==> src/rtl/seg_scan_ctrl.sv <==
// Scan scheduler for an NDIG-digit multiplexed 7-segment display.
// Time-slices one segment bus across NDIG digit enables with leading dead
// time per slot, and double-buffers frames so swaps land on frame boundaries.
// Ports:
//   clk, rst                  clock (rising) / async active-high reset
//   enable                    1 = scan, 0 = dark and parked
//   frame_data/valid/ready    frame input handshake (digit i at [7i+6:7i])
//   segment, digit_en         display drive (zero while blanked or idle)
//   sig                       pulse on first cycle of each slot
//   frame_done                pulse on last cycle of the last slot
module seg_scan_ctrl #(
    parameter int NDIG  = 4,
    parameter int DWELL = 80000,
    parameter int BLANK = 16,
    parameter int CBITS = 17
) (
    input  logic              clk,
    input  logic              rst,
    input  logic              enable,
    input  logic [7*NDIG-1:0] frame_data,
    input  logic              frame_valid,
    output logic              frame_ready,
    output logic [6:0]        segment,
    output logic [NDIG-1:0]   digit_en,
    output logic              sig,
    output logic              frame_done
);

    localparam int KBITS = $clog2(NDIG);

    typedef enum logic [1:0] {
        ST_IDLE,
        ST_BLANK,
        ST_SHOW
    } state_t;

    state_t            state, state_n;
    logic [CBITS-1:0]  cnt, cnt_n;
    logic [KBITS-1:0]  k, k_n;
    logic [7*NDIG-1:0] active;
    logic [7*NDIG-1:0] pend_buf;
    logic              pend_full;
    logic              have_frame;

    logic accept;
    logic last;
    logic wrap;

    assign accept = frame_valid && !pend_full;
    assign last   = (cnt == CBITS'(DWELL - 1));
    assign wrap   = last && (k == KBITS'(NDIG - 1));

    // State register
    always_ff @(posedge clk or posedge rst) begin
        if (rst) begin
            state <= ST_IDLE;
            cnt   <= '0;
            k     <= '0;
        end else begin
            state <= state_n;
            cnt   <= cnt_n;
            k     <= k_n;
        end
    end

    // Next-state logic
    always_comb begin
        state_n = state;
        cnt_n   = cnt;
        k_n     = k;
        if (!enable) begin
            state_n = ST_IDLE;
            cnt_n   = '0;
            k_n     = '0;
        end else begin
            case (state)
                ST_IDLE: begin
                    if (have_frame || accept) begin
                        state_n = ST_BLANK;
                        cnt_n   = '0;
                        k_n     = '0;
                    end
                end
                ST_BLANK: begin
                    // BLANK < DWELL, so the slot never ends while dark
                    cnt_n = cnt + CBITS'(1);
                    if (cnt == CBITS'(BLANK - 1))
                        state_n = ST_SHOW;
                end
                ST_SHOW: begin
                    if (last) begin
                        state_n = ST_BLANK;
                        cnt_n   = '0;
                        k_n     = wrap ? '0 : k + KBITS'(1);
                    end else begin
                        cnt_n = cnt + CBITS'(1);
                    end
                end
                default: begin
                    state_n = ST_IDLE;
                    cnt_n   = '0;
                    k_n     = '0;
                end
            endcase
        end
    end

    // Frame buffers. Swap needs pend_full=1 and accept needs pend_full=0,
    // so the two never collide on the same edge.
    always_ff @(posedge clk or posedge rst) begin
        if (rst) begin
            active     <= '0;
            pend_buf   <= '0;
            pend_full  <= 1'b0;
            have_frame <= 1'b0;
        end else begin
            if (enable && state == ST_SHOW && wrap && pend_full) begin
                active    <= pend_buf;
                pend_full <= 1'b0;
            end
            if (accept) begin
                if (state == ST_IDLE) begin
                    // nothing on screen yet, so no tearing risk
                    active     <= frame_data;
                    have_frame <= 1'b1;
                end else begin
                    pend_buf  <= frame_data;
                    pend_full <= 1'b1;
                end
            end
        end
    end

    // Output decode from registered state
    always_comb begin
        segment     = '0;
        digit_en    = '0;
        sig         = 1'b0;
        frame_done  = 1'b0;
        frame_ready = !pend_full;
        if (state == ST_SHOW) begin
            segment    = active[7*int'(k) +: 7];
            digit_en   = NDIG'(1) << k;
            frame_done = wrap;
        end
        if (state == ST_BLANK && cnt == '0)
            sig = 1'b1;
    end

endmodule

==> config.mk <==
export PLATFORM = sky130hd
export DESIGN_NAME = seg_scan_ctrl
export DESIGN_NICKNAME = d
export VERILOG_FILES = /design/src/rtl/seg_scan_ctrl.sv
export SDC_FILE = /design/constraint.sdc
export NUM_CORES = 1
export LEC_CHECK = 0
export CAP_MARGIN = 0
export CELL_PAD_IN_SITES_DETAIL_PLACEMENT = 0
export CELL_PAD_IN_SITES_GLOBAL_PLACEMENT = 1
export CORE_MARGIN = 5
export CORE_UTILIZATION = 35
export CTS_BUF_LIST = sky130_fd_sc_hd__clkbuf_8
export DETAILED_ROUTE_END_ITERATION = 6
export PLACE_DENSITY = 0.74
export SLEW_MARGIN = 20
export SYNTH_ARGS = -nofsm -noshare
export SYNTH_HDL_FRONTEND = slang
export SYNTH_SLANG_ARGS = --single-unit
==> constraint.sdc <==
create_clock -name clk -period 7.2 [get_ports clk]
set_input_delay 1.44 -clock clk [delete_from_list [all_inputs] [get_ports clk]]
set_output_delay 1.44 -clock clk [all_outputs]
set_load 0.02 [all_outputs]
=== Word level (Yosys, flattened, before mapping) ===
Cells that the tools add are included.

* Logic and storage cells: 60
* Bits in registers: 79
* Output and inout port bits: 14

* Bitwise gates (word level): 1
* Reductions and logical operators: 14
* $mul: 1
* Add/sub/neg operators: 2
* Shift operators: 2
* Equality and inequality tests: 9
* Multiplexer cells: 24

{| class="wikitable"
|+ Operator list
! operator !! number
|-
| $mux 28 || 3
|-
| $mux 17 || 3
|-
| $pmux 17 s3 || 1
|-
| $shiftx 28x6->7 || 1
|-
| $add 17x1->17 const B || 1
|-
| $eq 17x17->1 const B || 1
|-
| $eq 17x4->1 const B || 1
|-
| $logic_not 17->1 || 1
|-
| $mux 2 || 8
|-
| $pmux 2 s3 || 2
|-
| $ne 3x3->1 const B || 3
|-
| $mux 7 || 1
|-
| $logic_and 1x1->1 || 6
|-
| $reduce_and 3->1 || 2
|-
| $mul 3x2->5 const A || 1
|-
| $mux 1 || 5
|-
| $eq 2x2->1 const B || 2
|-
| $mux 4 || 1
|-
| $reduce_and 2->1 || 2
|-
| $shl 1x2->4 const A || 1
|-
| $add 2x1->2 const B || 1
|-
| $eq 2x1->1 const B || 1
|-
| $logic_not 2->1 || 1
|-
| $ne 2x2->1 const B || 1
|-
| other kinds (3) || 3
|}

=== Logic depth before layout (Yosys ltp) ===
Gate-level depths: netlist (run 1).

* Depth after elaboration: 7
* Depth in mapped cells: 9
* Mapped depth without buffers: 7

=== Worst setup path before layout (run 1) ===
No wires, ideal clock.

* Kind: register to output
* Start: register cnt[14]
* End: output sig
* Required time: 5.760 ns
* Path slack: 3.892 ns
* Cell stages (with the launch flop): 4
* Data arrival time: 1.868 ns
* Path through: dfrtp_1 -> or4_4 -> nand4b_1 -> nor4_1

* Cells in the longest elaborated chain, start to end: 3

{| class="wikitable"
|+ Ends and longest elaborated chain
! what !! line !! text
|-
| start, declared || 38 || <nowiki>logic [CBITS-1:0] cnt, cnt_n;</nowiki>
|-
| start signal, assigned || 61 || <nowiki>cnt <= cnt_n;</nowiki>
|-
| $logic_not 17->1 || 146 || <nowiki>if (state == ST_BLANK && cnt == '0)</nowiki>
|-
| $logic_and 1x1->1 || 146 ||
|-
| $mux 1 || 146 ||
|-
| end, declared || 25 || <nowiki>output logic sig,</nowiki>
|}

Every way passes these cells.

=== Final worst setup path (run 1) ===
Same ends and word-level chain as after synthesis.

==> metrics, run 1 <==
run status complete, no violations; worst path bufs/invs 1; Final #Nets 457; Placed Area 0.00466 mm^2; max cap viols 0; worst-path fanout max 6; skew final 0.00843 ns; RSZ-0062 raised after global routing no; first-pass GRT wire length 15100 um; # fillers 1089; warnings from Yosys 0; crit path capture type primary output; buffers added on ports 45; number of CTS-inserted buffers 9; Clock Pin Slew Worst Setup and Hold Paths 0.08 ns; clk sinks 79; Fmax 0.248 GHz; GP Congestion 0.794; Slew headroom 0.523; die span in x 118 um; root buf cell clkbuf_8; postcts setup bufs 0; HPWL after detailed placement 5830 um; initial drt markers 158; number of hold buffers added after cts 0; top cell type's share of synthesized area 0.481; Setup-failing EPs final 0; vias per cell 5.09; Crit path largest cell delay 0.67 ns; area of the mapped netlist 0.00411 mm^2; Slowest cell on crit path clkdlybuf4s50_1; Cell Chain, Critical Path or4_4 -> nand4b_1 -> nor4_1 -> clkdlybuf4s50_1; fraction of layout cells with a size suffix above 1 0.198; number of synthesized flops with an enable pin 0; Setup TNS 0 ns; clk_lat worst skew 0.36 ns; TritonCTS clock tree yes; initial antenna violation count 0; # rows 39; Cell variety after synth 51; H-tree level count 3; Worst setup SP type flop; final hold violations 0; Worst VDD drop 0.163 mV; post-route non-filler standard cell count 563; DRC 0; Critical Path RT 5.76 ns; design area 0.00486 mm^2; I/O pin count 46; Initial Util 0.359; Pins Over Slew Limit 0; Max clock buf depth 2; Crit Path Class flop to primary output; routed len/inst 15.7 um; Tot GR Track Use 0.132; Synth Register Bits 79; CTS resizes 0; Yosys top cell by area dfrtp_1; largest net degree at the start of global routing 80; hold slack final 0.464 ns; fin crit share 0.560; routed wire length 8830 um; Syn Inst Count 377; Top FF cell, synth dfrtp_1; sequential-to-total area share from yosys stat 0.481; die area 0.0140 mm^2; Worst-Margin Slew 0.715 ns; y dimension of the die 118 um; Pleak 0.00210 uW; Syn Area/Cell 10.9 um^2; Inst Count DP 547; worst min-delay path class flop to flop; vias in the first global route 2927; Synth-to-Final Area Change 18.2%; Post-Syn Nets 419; power density over cell area 303 mW/mm^2; Antenna diodes 0; Worst path top cell family by delay simple AND/OR/NAND/NOR gates; First-pass DRT Iterations 4; Async SR Flop Fraction 1.00; GRT overflow 0; fin crit period 4.03 ns; top cells by area, synth dfrtp_1 (48%), mux2_2 (7.9%), mux2i_1 (7.3%); core area 0.0115 mm^2; routed vias 2863; CP arrival 2.59 ns; DRT antenna net count 0
[cells in the mapped netlist, drive strengths merged, types with 2 or more instances]
master   n
and2    12
mux4     7
o21ai   14
nand4    5
a21o     2
nand3   14
nor2    31
or4      4
mux2    29
clkbuf  16
and2b    2
a21oi   39
buf      5
o211ai   2
nand2   20
or3     14
and3     2
inv     18
or2      2
nor4     6
ha      10
dfrtp   79
mux2i   30
[power by group]
group | total (uW) | switching [uW] | leakage (uW) | internal (uW)
clock network | 308 | 172 | 0.0000907 | 136
registers | 708 | 98.1 | 0.000960 | 610
logic | 455 | 206 | 0.00105 | 249
total | 1470 | 475 | 0.00210 | 996
[layer usage]
metal | wire length [um] | track usage
met4 | 70 | 0.0312
met2 | 4140 | 0.206
met3 | 478 | 0.0501
met1 | 4140 | 0.175
met5 | 0 | 0
[path summary, 6_finish.rpt]
check | startpoint | endpoint | slack [ns] | depth (start not counted)
hold / removal | have_frame | have_frame | 0.46 | 1
setup reg to reg | cnt[14] | cnt[2] | 4.74 | 5
hold reg to reg | have_frame | have_frame | 0.46 | 1
max in group asynchronous | rst | pend_buf[14] | 5.14 | 3
min in group asynchronous | rst | pend_buf[26] | 1.59 | 3
setup / recovery | cnt[14] | sig | 3.17 | 4
[kinds of logic (layout without fill, tap and decap cells)]
kind of cell,Yosys count,in the layout,share of synthesized area
adder cells (fa/ha/maj),10,10,0.0304
flip-flops,79,79,0.481
buffers and inverters,39,82,0.0432
AO/OA/AOI/OAI,63,63,0.0895
multiplexers,66,66,0.191
AND/OR/NAND/NOR,120,120,0.165
[per-stage QoR]
| step | power [uW] | utilization | worst slack [ns] |
|---|---|---|---|
| 3_3_place_gp | 1160 | 0.407 | 3.57 |
| 4_1_cts | 1490 | 0.422 | 3.13 |
| 3_5_place_dp | 1180 | 0.407 | 3.54 |
| 2_1_floorplan | 1030 | - | 3.74 |
| 5_1_grt | 1580 | 0.424 | 3.05 |
| 6_report | 1470 | 0.424 | 3.17 |
[cell type report]
| class | instances | area (um^2) | share of cell area |
|---|---|---|---|
| multi-input combinational | 259 | 1980 | 0.407 |
| inverter | 18 | 68.8 | 0.0142 |
| clock buffer | 10 | 138 | 0.0283 |
| timing repair buffer | 48 | 477 | 0.0981 |
| sequential | 79 | 1980 | 0.407 |
| tap | 143 | 179 | 0.0368 |
| clock inverter | 6 | 45.0 | 0.00927 |
[flip-flops by register name, summed over array words and instances, names as in the netlist]
register    count
cnt            17
pend_buf       28
k               2
active         28
pend_full       1
state           2
have_frame      1
[cell usage in the layout, fill, tap and decap left out, types with 2 or more instances in the layout]
cell type and count:
dfrtp_1 79, clkdlybuf4s50_1 45, a21oi_1 38, mux2i_1 30, nor2_1 30, mux2_2 29
nand2_1 20, inv_1 18, nand3_1 13, o21ai_0 13, or3_2 12, and2_1 11
ha_1 10, clkbuf_8 10, mux4_2 7, nand4_1 5, nor4_1 5, or3_1 2
or4_4 2, o211ai_1 2, clkinvlp_4 2, inv_6 2, buf_4 2
Note: power is estimated with default switching activity, not from simulation.
==> run 2: changes to the inputs <==
clock period = 4.15 ns   (was 7.2 ns; I/O delays follow)
==> metrics, run 2 (synthesis gave the netlist of run 1 again) <==
GRT overflow 0 (unchanged); largest registers active (28), pend_buf (28), cnt (17); run status complete, no violations; Final WS setup 0.796 ns (-2.37 ns); # fillers 1069 (-1.8%); hold slack final 0.466 ns (+0.00187 ns); vias in the first global route 3008 (+2.8%); buffers added on ports 45 (unchanged); CTS resizes 0 (unchanged); Pins Over Slew Limit 0 (unchanged); DRC 0 (unchanged); initial drt markers 177 (+12%); worst min-delay path class flop to flop; Tot GR Track Use 0.137 (+0.00479); post-place setup slack 1.12 ns (-2.42 ns); Worst setup SP type flop; routed len/inst 16.2 um (+3.6%); crit path capture type primary output; Cell Chain, Critical Path or4_4 -> nand4b_1 -> nor4_1 -> clkdlybuf4s50_1; fin crit period 3.35 ns; routed wire length 9160 um (+3.8%); largest net degree at the start of global routing 58 (-28%); Sequential cell area 0.00198 mm^2 (unchanged); GP Congestion 0.762 (-4.1%); Synth-to-Final Area Change 19.0%; Antenna diodes 0 (unchanged); clk sinks 79 (unchanged); Slowest cell on crit path clkdlybuf4s50_1; first-pass GRT wire length 15600 um (+3.3%); postcts setup bufs 0 (unchanged); Pleak 0.00213 uW (+1.0%); commonest non-fill, non-tap cell in the layout dfrtp_1; H-tree level count 3 (unchanged); Worst-Margin Slew 0.646 ns (-0.0694 ns); Worst VDD drop 0.312 mV (+91%); Setup TNS 0 ns (unchanged); number of hold buffers added after cts 0 (unchanged); RSZ-0062 raised after global routing no; die area 0.0140 mm^2 (unchanged); Clock Pin Slew Worst Setup and Hold Paths 0.08 ns (about the same); Initial Util 0.359 (unchanged); core area 0.0115 mm^2 (unchanged); First-pass DRT Iterations 4 (unchanged); Setup-failing EPs final 0 (unchanged); fin crit share 0.808; R2R Setup Slk 1.66 ns (-3.08 ns); power density over cell area 540 mW/mm^2 (+78%); max cap viols 0 (unchanged); TritonCTS clock tree yes; # rows 39 (unchanged); Worst path top cell family by delay simple AND/OR/NAND/NOR gates; initial antenna violation count 0 (unchanged); die span in x 118 um (unchanged); Final #Nets 460 (+0.66%); y dimension of the die 118 um (unchanged); skew final 0.00793 ns (-0.000501 ns); Max clock buf depth 2 (unchanged); vias per cell 5.14 (+1.0%); Critical Path RT 3.32 ns (-2.44 ns); Fmax 0.298 GHz; Crit path largest cell delay 0.66 ns (about the same); fraction of layout cells with a size suffix above 1 0.200 (+0.00191); final hold violations 0 (unchanged); DRT antenna net count 0 (unchanged); CP arrival 2.52 ns (-0.07 ns); most frequent cells in the layout dfrtp_1 (79), clkdlybuf4s50_1 (45), a21oi_1 (38); clk_lat worst skew 0.35 ns (about the same); Slew headroom 0.567 (+0.0434); I/O pin count 46 (unchanged); routed vias 2897 (+1.2%); number of CTS-inserted buffers 9 (unchanged); area of the multi-input gates 0.00196 mm^2 (-0.57%); worst-path fanout max 6 (unchanged); HPWL after detailed placement 6280 um (+7.7%); worst path bufs/invs 1 (unchanged); root buf cell clkbuf_8; Crit Path Class flop to primary output
==> run 2: cell count changes in the layout (fill, tap and decap cells not counted), sizes merged <==
cell and delta:
inv -3, bufinv +2, clkbuf -1, clkinv +1, buf +3, clkinvlp -1
==> run 2: path summary, 6_finish.rpt <==
kind	from	end	cells after the start
worst min-delay path	have_frame	have_frame	1
worst max-delay path	cnt[14]	sig	4
worst min register to register	have_frame	have_frame	1
min in group asynchronous	rst	have_frame	2
max in group asynchronous	rst	pend_buf[25]	3
worst max register to register	state[0]	cnt[12]	7
==> run 2: power by group <==
| part | internal (uW) | total (uW) | switching [uW] |
|---|---|---|---|
| clock network | 334 | 620 | 286 |
| logic | 436 | 791 | 355 |
| registers | 1060 | 1230 | 172 |
==> run 2: final cells by class <==
type	instances	area share
Clock buffer	9	0.0253
Clock inverter	5	0.0174
Inverter	18	0.0141
Multi-Input combinational cell	259	0.401
Sequential cell	79	0.404
Tap cell	143	0.0366
Timing Repair Buffer	51	0.101
==> run 2: per-stage QoR <==
stage | power [uW] | util | cell area [um^2] | std cells
after CTS | 2680 | 0.427 | 4890 | 564
after floorplan | 1790 | - | 4110 | 377
final | 2640 | 0.427 | 4890 | 564
after global placement | 2010 | 0.409 | 4680 | 550
after detailed placement | 2050 | 0.409 | 4680 | 550
after global routing | 2820 | 0.427 | 4890 | 564
==> run 2: worst register-to-register path, delay by kind of cell, from the launching register on <==
family | cells | cell delay, ns
AOI/OAI and AO/OA | 3 | 0.81
DFF | 1 | 0.42
adders and majority gates | 1 | 0.55
buffers and inverters | 2 | 0.44
and+or+nand+nor | 1 | 0.19
==> run 2: metal layers <==
metal / global-route usage / vias to the layer above / wire [um]
met5: 0 / - / 0
li1: - / 1419 / -
met1: 0.183 / 1409 / 4200
met2: 0.217 / 61 / 4450
met4: 0.0326 / 0 / 80
met3: 0.0444 / 8 / 435
